## src/rtl/seg7_scan_decoder_if.sv

```systemverilog
// Frame handoff bundle for seg7_scan_decoder.
// Producer drives the decoded frame, consumer drives ready.
interface seg7_scan_decoder_if #(
  parameter int NDIG = 4
);
  logic [4*NDIG-1:0] bcd_out;
  logic [NDIG-1:0]   err_out;
  logic              frame_valid;
  logic              frame_ready;

  modport master (
    output bcd_out,
    output err_out,
    output frame_valid,
    input  frame_ready
  );

  modport slave (
    input  bcd_out,
    input  err_out,
    input  frame_valid,
    output frame_ready
  );
endinterface

```

## src/rtl/seg7_scan_decoder.sv

```systemverilog
// Recovers BCD digits from a scanned 7-segment bus.
// One frame per full scan, handed off over valid/ready.
module seg7_scan_decoder #(
  parameter int NDIG       = 4,
  parameter int STABLE_CYC = 4
) (
  input  logic            clk,
  input  logic            rst,
  input  logic [6:0]      seg_in,
  input  logic [NDIG-1:0] dig_en,
  output logic            overflow,
  seg7_scan_decoder_if.master frm
);
  localparam int CW = $clog2(STABLE_CYC + 1);
  localparam int IW = (NDIG > 1) ? $clog2(NDIG) : 1;
  localparam logic [CW-1:0] CMAX = CW'(STABLE_CYC - 1);

  logic [6:0]        seg_q, seg_p;
  logic [NDIG-1:0]   en_q, en_p;
  logic [CW-1:0]     cnt_q, cnt_d;
  logic              done_q, done_d, done_eff;
  logic              one_hot, clr, cap;
  logic [IW-1:0]     idx;
  logic [3:0]        nib;
  logic              bad;
  logic [4*NDIG-1:0] shd_bcd, shd_bcd_d;
  logic [NDIG-1:0]   shd_err, shd_err_d;
  logic [NDIG-1:0]   seen_q, seen_d;
  logic              full, load;

  always_comb begin
    one_hot  = $onehot(en_q);
    clr      = !one_hot || ({seg_q, en_q} != {seg_p, en_p});
    cnt_d    = clr ? '0 :
               (cnt_q == CMAX) ? cnt_q : cnt_q + CW'(1);
    // A cleared counter starts a new dwell, so the done flag
    // from the previous dwell must not block this capture.
    done_eff = done_q && !clr;
    cap      = one_hot && (cnt_d == CMAX) && !done_eff;
    done_d   = done_eff || cap;
  end

  always_comb begin
    idx = '0;
    for (int i = 0; i < NDIG; i++) begin
      if (en_q[i]) idx = IW'(i);
    end
  end

  always_comb begin
    bad = 1'b0;
    case (seg_q)
      7'h3F:        nib = 4'h0;
      7'h06:        nib = 4'h1;
      7'h5B:        nib = 4'h2;
      7'h4F:        nib = 4'h3;
      7'h66:        nib = 4'h4;
      7'h6D:        nib = 4'h5;
      7'h7D, 7'h7C: nib = 4'h6;
      7'h07, 7'h27: nib = 4'h7;
      7'h7F:        nib = 4'h8;
      7'h6F, 7'h67: nib = 4'h9;
      7'h00:        nib = 4'hF;
      default: begin
        nib = 4'hE;
        bad = 1'b1;
      end
    endcase
  end

  always_comb begin
    shd_bcd_d = shd_bcd;
    shd_err_d = shd_err;
    seen_d    = seen_q;
    if (cap) begin
      shd_bcd_d[4*idx +: 4] = nib;
      shd_err_d[idx]        = bad;
      seen_d[idx]           = 1'b1;
    end
    full = cap && (seen_d == '1);
    load = full && (!frm.frame_valid || frm.frame_ready);
  end

  always_ff @(posedge clk) begin
    if (rst) begin
      seg_q           <= '0;
      seg_p           <= '0;
      en_q            <= '0;
      en_p            <= '0;
      cnt_q           <= '0;
      done_q          <= 1'b0;
      shd_bcd         <= '0;
      shd_err         <= '0;
      seen_q          <= '0;
      frm.bcd_out     <= '0;
      frm.err_out     <= '0;
      frm.frame_valid <= 1'b0;
      overflow        <= 1'b0;
    end else begin
      seg_q   <= seg_in;
      en_q    <= dig_en;
      seg_p   <= seg_q;
      en_p    <= en_q;
      cnt_q   <= cnt_d;
      done_q  <= done_d;
      shd_bcd <= shd_bcd_d;
      shd_err <= shd_err_d;
      seen_q  <= full ? '0 : seen_d;
      if (load) begin
        frm.bcd_out     <= shd_bcd_d;
        frm.err_out     <= shd_err_d;
        frm.frame_valid <= 1'b1;
      end else if (frm.frame_valid && frm.frame_ready) begin
        frm.frame_valid <= 1'b0;
      end
      if (full && !load) overflow <= 1'b1;
    end
  end
endmodule

```

## src/flat_wrapper.sv

```systemverilog
// flat-port wrapper written by rule: the top's interface ports become plain ports
module seg7_scan_decoder_flat 
#(
  parameter int NDIG       = 4,
  parameter int STABLE_CYC = 4
)
  (clk, rst, seg_in, dig_en, overflow, frm_bcd_out, frm_err_out, frm_frame_valid, frm_frame_ready);
  seg7_scan_decoder_if #(.NDIG(NDIG)) frm_i ();
  input  logic clk;
  input  logic rst;
  input  logic [6:0] seg_in;
  input  logic [NDIG-1:0] dig_en;
  output logic overflow;
  output wire logic [$bits(frm_i.bcd_out)-1:0] frm_bcd_out;
  output wire logic [$bits(frm_i.err_out)-1:0] frm_err_out;
  output wire logic [$bits(frm_i.frame_valid)-1:0] frm_frame_valid;
  input wire logic [$bits(frm_i.frame_ready)-1:0] frm_frame_ready;
  assign frm_bcd_out = frm_i.bcd_out;
  assign frm_err_out = frm_i.err_out;
  assign frm_frame_valid = frm_i.frame_valid;
  assign frm_i.frame_ready = frm_frame_ready;
  seg7_scan_decoder #(.NDIG(NDIG), .STABLE_CYC(STABLE_CYC)) u_core (.clk(clk), .rst(rst), .seg_in(seg_in), .dig_en(dig_en), .overflow(overflow), .frm(frm_i));
endmodule
```

## config.mk

```make
export PLATFORM = sky130hd
export DESIGN_NAME = seg7_scan_decoder_flat
export DESIGN_NICKNAME = d
export VERILOG_FILES = /design/src/rtl/seg7_scan_decoder_if.sv /design/src/rtl/seg7_scan_decoder.sv /design/src/flat_wrapper.sv
export SDC_FILE = /design/constraint.sdc
export NUM_CORES = 1
export LEC_CHECK = 0
export BUFFER_PORTS_ARGS = -buffer_cell sky130_fd_sc_hd__buf_2
export CORE_ASPECT_RATIO = 1.75
export CORE_MARGIN = 3
export CORE_UTILIZATION = 52
export CTS_CLUSTER_DIAMETER = 200
export DETAILED_ROUTE_END_ITERATION = 10
export PLACE_DENSITY = 0.75
export SLEW_MARGIN = 25
export SYNTH_ARGS = -nofsm -noshare
export SYNTH_HDL_FRONTEND = slang
export SYNTH_SLANG_ARGS = --single-unit
```

## constraint.sdc

```tcl
create_clock -name clk -period 3.62 [get_ports clk]
set_input_delay 0.181 -clock clk [delete_from_list [all_inputs] [get_ports clk]]
set_output_delay 0.181 -clock clk [all_outputs]
set_load 0.02 [all_outputs]
```

After elaboration in Yosys (flattened, before gate mapping)
Cells that the tools add are included.
{ "word_totals": {"reg_bits": 72, "latch_bits": 0, "mem_bits_rw": 0, "mem_bits_ro": 0, "input_bits": 14, "output_inout_bits": 22, "wordCells": 80, "n_memories": 0} }
{ "classes": {"n_addsub": 5, "multipliers": 0, "div_mod_pow": 0, "n_lt_le_gt_ge": 2, "n_eq_ne": 18, "shifts": 2, "muxes": 16, "bitwise_logic": 1, "reduce_logical": 23} }
{ "ops": {"columns": ["cell", "n"], "rows": [
  ["$eq 7x7->1 const B", 9],
  ["$pmux 4 s11", 1],
  ["$neg 4->34", 1],
  ["$shift 4x34->16 const A", 1],
  ["$shiftx 4x34->16", 1],
  ["$bwmux 16", 1],
  ["$mux 16", 1],
  ["$eq 7x3->1 const B", 2],
  ["$eq 7x6->1 const B", 2],
  ["$reduce_or 14->1", 1],
  ["$ne 11x11->1", 1],
  ["$logic_and 1x1->1", 8],
  ["$mux 4", 2],
  ["$reduce_or 2->1", 4],
  ["$logic_not 7->1", 1],
  ["$eq 3x2->1 const B", 2],
  ["$mux 3", 2],
  ["$logic_not 1->1", 5],
  ["$mux 1", 5],
  ["$add 1x1->2", 2],
  ["$bwmux 4", 1],
  ["$eq 4x4->1 const B", 1],
  ["$mux 2", 2],
  ["$or 4x4->4", 1],
  ["other kinds (8)", 10]
]} }

Logic depth before layout (Yosys ltp)
Gate-level depths: netlist of the first run.
{ "logic_depth": {"ltp_word": 15, "depth_mapped": 13, "ltp_nobuf": 10} }

Least setup slack after synthesis of the first run
Ideal clock, no wire load.
{ "synth_path": {"path_type": "register to register", "start": "reg u_core.en_q[3]", "end": "reg u_core.frm.bcd_out[14]", "setup_ns": 0.121, "arrival_ns": 3.283, "required_ns": 3.499, "setup_slack_ns": 0.216, "path_stages_with_launch": 11, "path_buffers": 0, "synth_period_minus_slack_ns": 3.404, "cell_sequence": "dfxtp_1 > inv_1 > ha_1 > ha_1 > fa_1 > or3b_4 > nor4_4 > nand4_2 > nor3_4 > mux2_4 > mux2_2"} }
{ "synth_via": {"elab_chain_cells": 13, "elab_cells_between_ends": 29, "classes_between": "3 x add/sub; 2 x order compare; 4 x eq/ne; 2 x shift; 7 x mux; 1 x bitwise; 10 x reduce/logical"} }
{ "synth_rtl": {"columns": ["element", "line", "text"], "rows": [
  ["from (decl)", "seg7_scan_decoder.sv:19", "logic [NDIG-1:0] en_q, en_p;"],
  ["from (signal assigned)", "seg7_scan_decoder.sv:101", "en_q <= dig_en;"],
  ["$add 1x1->2 (not written as such)", "seg7_scan_decoder.sv:32", "one_hot = $onehot(en_q);"],
  ["$add 3x3->3 (not written as such)", "seg7_scan_decoder.sv:32", null],
  ["$eq 3x1->1", "seg7_scan_decoder.sv:32", null],
  ["$logic_not 1->1", "seg7_scan_decoder.sv:33", "clr = !one_hot || ({seg_q, en_q} != {seg_p, en_p});"],
  ["$logic_or 1x1->1", "seg7_scan_decoder.sv:33", null],
  ["$mux 3 / $logic_not 1->1 (equally long branches)", "seg7_scan_decoder.sv:34, seg7_scan_decoder.sv:38", null],
  ["$eq 3x2->1 / $logic_and 1x1->1 (equally long branches)", "seg7_scan_decoder.sv:39, seg7_scan_decoder.sv:38", null],
  ["$logic_and 1x1->1 / $logic_not 1->1 (equally long branches)", "seg7_scan_decoder.sv:39", "cap = one_hot && (cnt_d == CMAX) && !done_eff;"],
  ["$logic_and 1x1->1", "seg7_scan_decoder.sv:39", null],
  ["$mux 4", "seg7_scan_decoder.sv:75", "if (cap) begin"],
  ["$eq 4x4->1", "seg7_scan_decoder.sv:80", "full = cap && (seen_d == '1);"],
  ["$logic_and 1x1->1", "seg7_scan_decoder.sv:80", null],
  ["$logic_and 1x1->1", "seg7_scan_decoder.sv:81", "load = full && (!frm.frame_valid || frm.frame_ready);"],
  ["to (signal assigned)", "seg7_scan_decoder.sv:95", "frm.bcd_out <= '0;"],
  ["to (signal assigned)", "seg7_scan_decoder.sv:110", "frm.bcd_out <= shd_bcd_d;"],
  ["to (decl)", "seg7_scan_decoder_if.sv:12", "output bcd_out,"]
]} }
Parallel ways exist; a longest one is shown, timed or not.
A chain may end at the register's enable or synchronous reset.

Worst setup path in the final report of the first run
{ "layout_path": {"start": "reg u_core.en_q[3]", "end": "reg u_core.frm.bcd_out[2]"} }
Same word-level chain as after synthesis.

==> results.toml, run 1 <==
[run_status]
outcome = "complete, no violations"

[yosys]
async_flop_share = 0
synth_top_cell_by_area = "dfxtp_1"
synthFlopType = "dfxtp_1"
yosys_warnings = 0
syn_nets = 353
synth_top_area_frac = 0.441
synth-seq-cells = 72
seq_area_frac_synth = 0.441
synth_edf_count = 0
synth_area_mm2 = 0.00327
syn_inst = 331
synth_cell_types = 66
synth_area_leaders = "dfxtp_1, nor2b_1, nor2_1"
syn_area_per_cell_um2 = 9.88

[floorplanning]
ios = 36
core_area_mm2 = 0.00597
die_area_mm2 = 0.00732
die_width_um = 66.0
start_util = 0.548
chipHeight_um = 111
num_rows = 37

[clock_tree]
h-tree-depth = 3
cts_root_buf = "clkbuf_8"
cts_resized = 0
numCtsBuffers = 9
clk_latency_ns = 0.34
clock_path_buffers = 2
cts_tree = "built"
clkSinkCount = 72
clk_pin_slew_worst_paths_ns = 0.07

[routing]
drt-met1-wl_um = 2700
wl_per_cell_um = 15.3
met3_length_um = 252
dr.first_iter.drc_count = 104
wl_met2_um = 3580
vias = 2505
drtAntennaViolNets = 0
drc = 0
viasPerCell = 5.60
top_layer = "met4"
dr.pass1.iters = 4
wirelength_um = 6830

[job]
max_cap_violations = 0

[global_route]
grt_max_degree = 58
grt_usage = 0.200
grt_first_pass_wirelength_um = 11500
grt_pass1_vias = 2497
grt_overflow_total = 0
grt_antenna_before_repair = 0

[final_layout]
syn_to_final_growth_pct = 12.0
diodes = 0
design_area_mm2 = 0.00366
drive_above_1_share = 0.236
nets = 388
fill_cells = 509

[timing]
min_period_over_period = 0.926
finalHoldViolCount = 0
setup_tns_ns = 0
slew_viol_final = 0
relSlewSlack = 0.584
tightest_slew_ns = 0.623
fmax_mhz = 298
fin_crit_ns = 3.35
setup_violations = 0
finalClockSkew_ns = 0.00998
rsz0062_at_grt = "no"

[power_and_ir_drop]
leakage_nw = 1.52
peakVddDrop_mv = 0.309
power_density_mw_per_mm2 = 403

[setup_path]
crit_fanout = 34
worstPathRequired_ns = 3.82
arrival_ns = 3.55
endpoint_kind = "flip-flop"
criticalPathCategory = "flip-flop to flip-flop"
startpoint_type = "flip-flop"

[placement]
io_buffers = 35
place_area_mm2 = 0.00350
dpl.hpwl_um = 5040
gp_congestion = 0.848

[hold_path]
holdCritPathClass = "input port to flip-flop"
## routing by layer
metal | vias up | track usage
li1 | 1237 | -
met3 | 23 | 0.0385
met4 | 0 | 0.103
met1 | 1187 | 0.231
met5 | - | 0
met2 | 58 | 0.340
## layout make-up
cell class	count	area, um^2	area share
flip-flops and latches	72	1440	0.393
multi-input cells	229	1670	0.456
clock buffers	10	138	0.0376
inverters	10	37.5	0.0102
repair buffers	44	255	0.0697
clock inverters	4	22.5	0.00615
well taps	78	97.6	0.0266
## path summary, 6_finish.rpt
path / slack [ns] / start / end / cells after the start
worst max-delay path: 0.27 / u_core.en_q[3] / u_core.frm.bcd_out[2] / 12
worst min register to register: 0.48 / u_core.overflow / u_core.overflow / 1
worst min-delay path: 0.05 / seg_in[2] / u_core.seg_q[2] / 2
worst max register to register: 0.27 / u_core.en_q[3] / u_core.frm.bcd_out[2] / 12
## synth_stat cells, drive strengths merged (2+ instances only)
library cell,instances
ha,7
o31ai,2
xnor2,2
nor3,4
nand4,4
a21boi,2
o31a,2
o21bai,2
mux2i,14
a21oi,15
nor2,42
a211oi,12
nand2b,5
nor4,9
o211a,2
o21ai,6
nor3b,2
or4b,2
o21a,3
or3,3
nand2,11
and3,2
clkbuf,8
a2111oi,2
dfxtp,72
o211ai,2
buf,12
mux2,3
nand4b,2
o32a,2
inv,10
xor2,11
nor2b,26
nand3,11
## sequential cells by signal (all words and copies together) (netlist names), 3 cells and up
register            cells
u_core.seg_p            7
u_core.en_p             4
u_core.seg_q            7
u_core.frm.bcd_out     16
u_core.shd_bcd         16
u_core.seen_q           4
u_core.cnt_q            3
u_core.frm.err_out      4
u_core.shd_err          4
u_core.en_q             4
## metrics by stage
step / power, mW / hold slack [ns] / std cells / worst slack, ns / util
after global placement: 0.958 / 0.387 / 433 / 0.282 / 0.587
final: 1.48 / 0.0547 / 447 / 0.267 / 0.613
after detailed placement: 0.961 / 0.395 / 433 / 0.167 / 0.587
after floorplan: 0.928 / 0.309 / 331 / 0.216 / -
after CTS: 1.49 / 0.0476 / 447 / 0.131 / 0.613
after global routing: 1.53 / 0.0582 / 447 / 0.0958 / 0.613
## worst max-delay path: stages (launching register included)
cell      delay (ns)
dfxtp_1         0.33
inv_1           0.08
ha_1            0.29
ha_1            0.19
fa_1            0.46
or3b_4          0.43
nor4_4          0.23
and4_1          0.27
buf_4           0.15
o2111a_1        0.24
buf_12          0.21
mux2i_1         0.21
o22ai_1         0.10
## placed cells by master, fill, tap and decap left out, types with 11 or more instances in the layout
| cell type | synthesis | final |
|---|---|---|
| a21oi_1 | 14 | 14 |
| xor2_1 | 11 | 11 |
| a211oi_2 | 11 | 11 |
| nor2_1 | 42 | 42 |
| buf_2 | 4 | 35 |
| nand2_1 | 11 | 11 |
| nor2b_1 | 26 | 26 |
| mux2i_1 | 14 | 14 |
| dfxtp_1 | 72 | 72 |
| nand3_1 | 11 | 11 |
## power by group
part / internal [mW] / switching [mW]
logic: 0.0515 / 0.0729
clock network: 0.256 / 0.277
registers: 0.803 / 0.0150
total: 1.11 / 0.365
## what timing repair did
item,4_1_cts,5_1_grt
hold buffers,0,0
setup buffers,0,0
setup endpoints to repair,0,4
## kinds of logic (layout without fill, tap and decap cells)
group / after synthesis / count (layout) / share of synthesized area
muxes: 17 / 17 / 0.0543
adders and majority gates: 8 / 8 / 0.0329
xor gates and xnor gates: 13 / 13 / 0.0348
and+or+nand+nor: 129 / 129 / 0.228
DFF: 72 / 72 / 0.441
buffers and inverters: 30 / 68 / 0.0486
AOI/OAI and AO/OA: 62 / 62 / 0.161
(Power assumes the default switching activity.)
==> inputs of run 2 (changes only) <==
--- a/config.mk
+++ b/config.mk
@@ -5,6 +5,7 @@
 export SDC_FILE = /design/constraint.sdc
 export NUM_CORES = 1
 export LEC_CHECK = 0
+export ABC_AREA = 1
 export BUFFER_PORTS_ARGS = -buffer_cell sky130_fd_sc_hd__buf_2
 export CORE_ASPECT_RATIO = 1.75
 export CORE_MARGIN = 3
==> results.toml, run 2 <==
[global_route]
grt_overflow_total = 0
grt_first_pass_wirelength_um = 10700
grt_usage = 0.188
grt_antenna_before_repair = 0
grt_max_degree = 46
grt_pass1_vias = 2611

[yosys]
yosysMostFrequentCell = "nand2_1"
synthFlopType = "dfxtp_1"
synth_area_mm2 = 0.00327
syn_inst = 477
seq_area_frac_synth = 0.441
synth-seq-cells = 72
synth_area_leaders = "dfxtp_1, nand2_1, nor2_1"
synth_edf_count = 0
synth_commonest_cells = "nand2_1, nor2_1, inv_1"
synth_top_area_frac = 0.441
syn_nets = 499
async_flop_share = 0
syn_area_per_cell_um2 = 6.86
synth_top_cell_by_area = "dfxtp_1"
synth_cell_types = 29
yosys_warnings = 0

[clock_tree]
clkSinkCount = 72
h-tree-depth = 3
post_cts_buffers = 0
clock_path_buffers = 2
cts_resized = 0
clk_latency_ns = 0.35
numCtsBuffers = 9
cts_hold_buf = 0
cts_root_buf = "clkbuf_8"
cts_tree = "built"
clk_pin_slew_worst_paths_ns = 0.07

[routing]
wl_per_cell_um = 10.9
dr.pass1.iters = 4
wirelength_um = 6490
viasPerCell = 4.71
drc = 0
drtAntennaViolNets = 0
vias = 2818
dr.first_iter.drc_count = 149

[hold_path]
holdCritPathClass = "input port to flip-flop"

[placement]
dp_slack_ns = 0.227
io_buffers = 35
dpl.hpwl_um = 4650
gp_congestion = 0.876

[setup_path]
cp-startpoint = "u_core.en_q[2]"
crit_path_end = "u_core.frm.bcd_out[8]"
crit_fanout = 19
cp_common_cell = "nor2_1"
reg2reg_slack_ns = 0.27
endpoint_kind = "flip-flop"
r2r-end = "u_core.frm.bcd_out[8]"
criticalPathCategory = "flip-flop to flip-flop"
startpoint_type = "flip-flop"
worstPathRequired_ns = 3.90
crit_chain = "inv_1 > ha_1 > ha_1 > fa_1 > inv_1 > nand3_1 > nor2_1 > nand2_1 > nor2_1 > nand4_4 > nor2_4 > nor2_1 > nor2_2 > nand4_4 > nand2_1 > nand2_1 > nor2_1"
critPathMaxStageDelay_ns = 0.44
r2r-start = "u_core.en_q[2]"
slowest_stage = "fa_1"
rr_worst_depth = 17
arrival_ns = 3.63

[final_layout]
nets = 537
multi_input_area_mm2 = 0.00148
diodes = 0
reg_top3 = "u_core.frm.bcd_out x16, u_core.shd_bcd x16"
fill_cells = 569
mostFrequentLayoutCell = "nand2_1"
drive_above_1_share = 0.135
syn_to_final_growth_pct = 13.5
final_cell_mix = "nand2_1, nor2_1, inv_1"
seq_area_mm2 = 0.00144

[timing]
relSlewSlack = 0.538
fmax_mhz = 299
rsz0062_at_grt = "no"
tightest_slew_ns = 0.692
slew_viol_final = 0
worst_slack_ns = 0.275
finalClockSkew_ns = 0.00710
finalHoldViolCount = 0
fin_crit_ns = 3.35
min_period_over_period = 0.924
setup_tns_ns = 0
setup_violations = 0

[power_and_ir_drop]
power_density_mw_per_mm2 = 413
peakVddDrop_mv = 0.368
leakage_nw = 2.03

[floorplanning]
die_area_mm2 = 0.00731
num_rows = 37
start_util = 0.548
ios = 36
core_area_mm2 = 0.00597
die_width_um = 66.0
chipHeight_um = 111

[job]
max_cap_violations = 0

[run_status]
outcome = "complete, no violations"
## run 2: cell types whose count changed after synthesis, moves of 5 or more
cell	before	now
mux2i_1	14	0
nand2b_1	5	0
nor2b_1	26	0
nor4_1	6	0
nand2_1	11	120
o21ai_0	5	11
nor2_1	42	101
inv_1	10	81
xor2_1	11	0
a211oi_2	11	0
nand3_1	11	22
## run 2: layout make-up
| cell class | instances | area share |
|---|---|---|
| Clock buffer | 10 | 0.0371 |
| Sequential cell | 72 | 0.388 |
| Clock inverter | 6 | 0.0158 |
| Tap cell | 78 | 0.0263 |
| Timing Repair Buffer | 36 | 0.0492 |
| Inverter | 84 | 0.0849 |
| Multi-Input combinational cell | 312 | 0.398 |
## run 2: critical path: cells and delay by family, from the launching register on
| family | cells | cell delay, ns |
|---|---|---|
| AND/OR/NAND/NOR | 12 | 1.77 |
| buffers and inverters | 2 | 0.18 |
| flip-flops | 1 | 0.40 |
| adder cells (fa/ha/maj) | 3 | 0.95 |
## run 2: through the flow
step | total power [mW] | cell area (um^2) | utilization | hold WS, ns | cells
floorplan | 0.900 | 3270 | - | 0.288 | 477
global placement | 0.925 | 3490 | 0.585 | 0.378 | 581
detailed placement | 0.928 | 3490 | 0.585 | 0.386 | 581
CTS | 1.55 | 3690 | 0.618 | 0.0163 | 597
global route | 1.60 | 3710 | 0.622 | 0.0240 | 598
finish | 1.53 | 3710 | 0.622 | 0.0239 | 598
## run 2: power breakdown
group | switching (mW) | internal, mW
Combinational | 0.0632 | 0.0314
Sequential | 0.0110 | 0.803
Clock | 0.291 | 0.333
## run 2: worst min-delay path by stage
| stage | slack [ns] | depth (start not counted) | to | startpoint |
|---|---|---|---|---|
| 2_1_floorplan | 0.29 | 2 | u_core.en_q[0] | dig_en[0] |
| 3_3_place_gp | 0.38 | 3 | u_core.en_q[3] | dig_en[3] |
| 3_5_place_dp | 0.39 | 3 | u_core.en_q[2] | dig_en[2] |
| 4_1_cts | 0.02 | 3 | u_core.seg_q[1] | seg_in[1] |
| 5_1_grt | 0.02 | 3 | u_core.seg_q[6] | seg_in[6] |
| 6_report | 0.02 | 3 | u_core.seg_q[0] | seg_in[0] |
## run 2: layer usage
layer | track usage | vias up | share of wire
li1 | - | 1505 | -
met1 | 0.193 | 1244 | 0.40
met2 | 0.334 | 53 | 0.53
met3 | 0.0527 | 16 | 0.042
met4 | 0.0936 | 0 | 0.028
met5 | 0 | - | 0
## run 2: logic make-up after synthesis
logic type / count (synthesis) / share of synthesized area
compound gates: 32 / 0.0520
xor+xnor: 5 / 0.0134
simple gates: 266 / 0.347
flops: 72 / 0.441
buf+inv: 94 / 0.114
fa+ha+maj: 8 / 0.0329
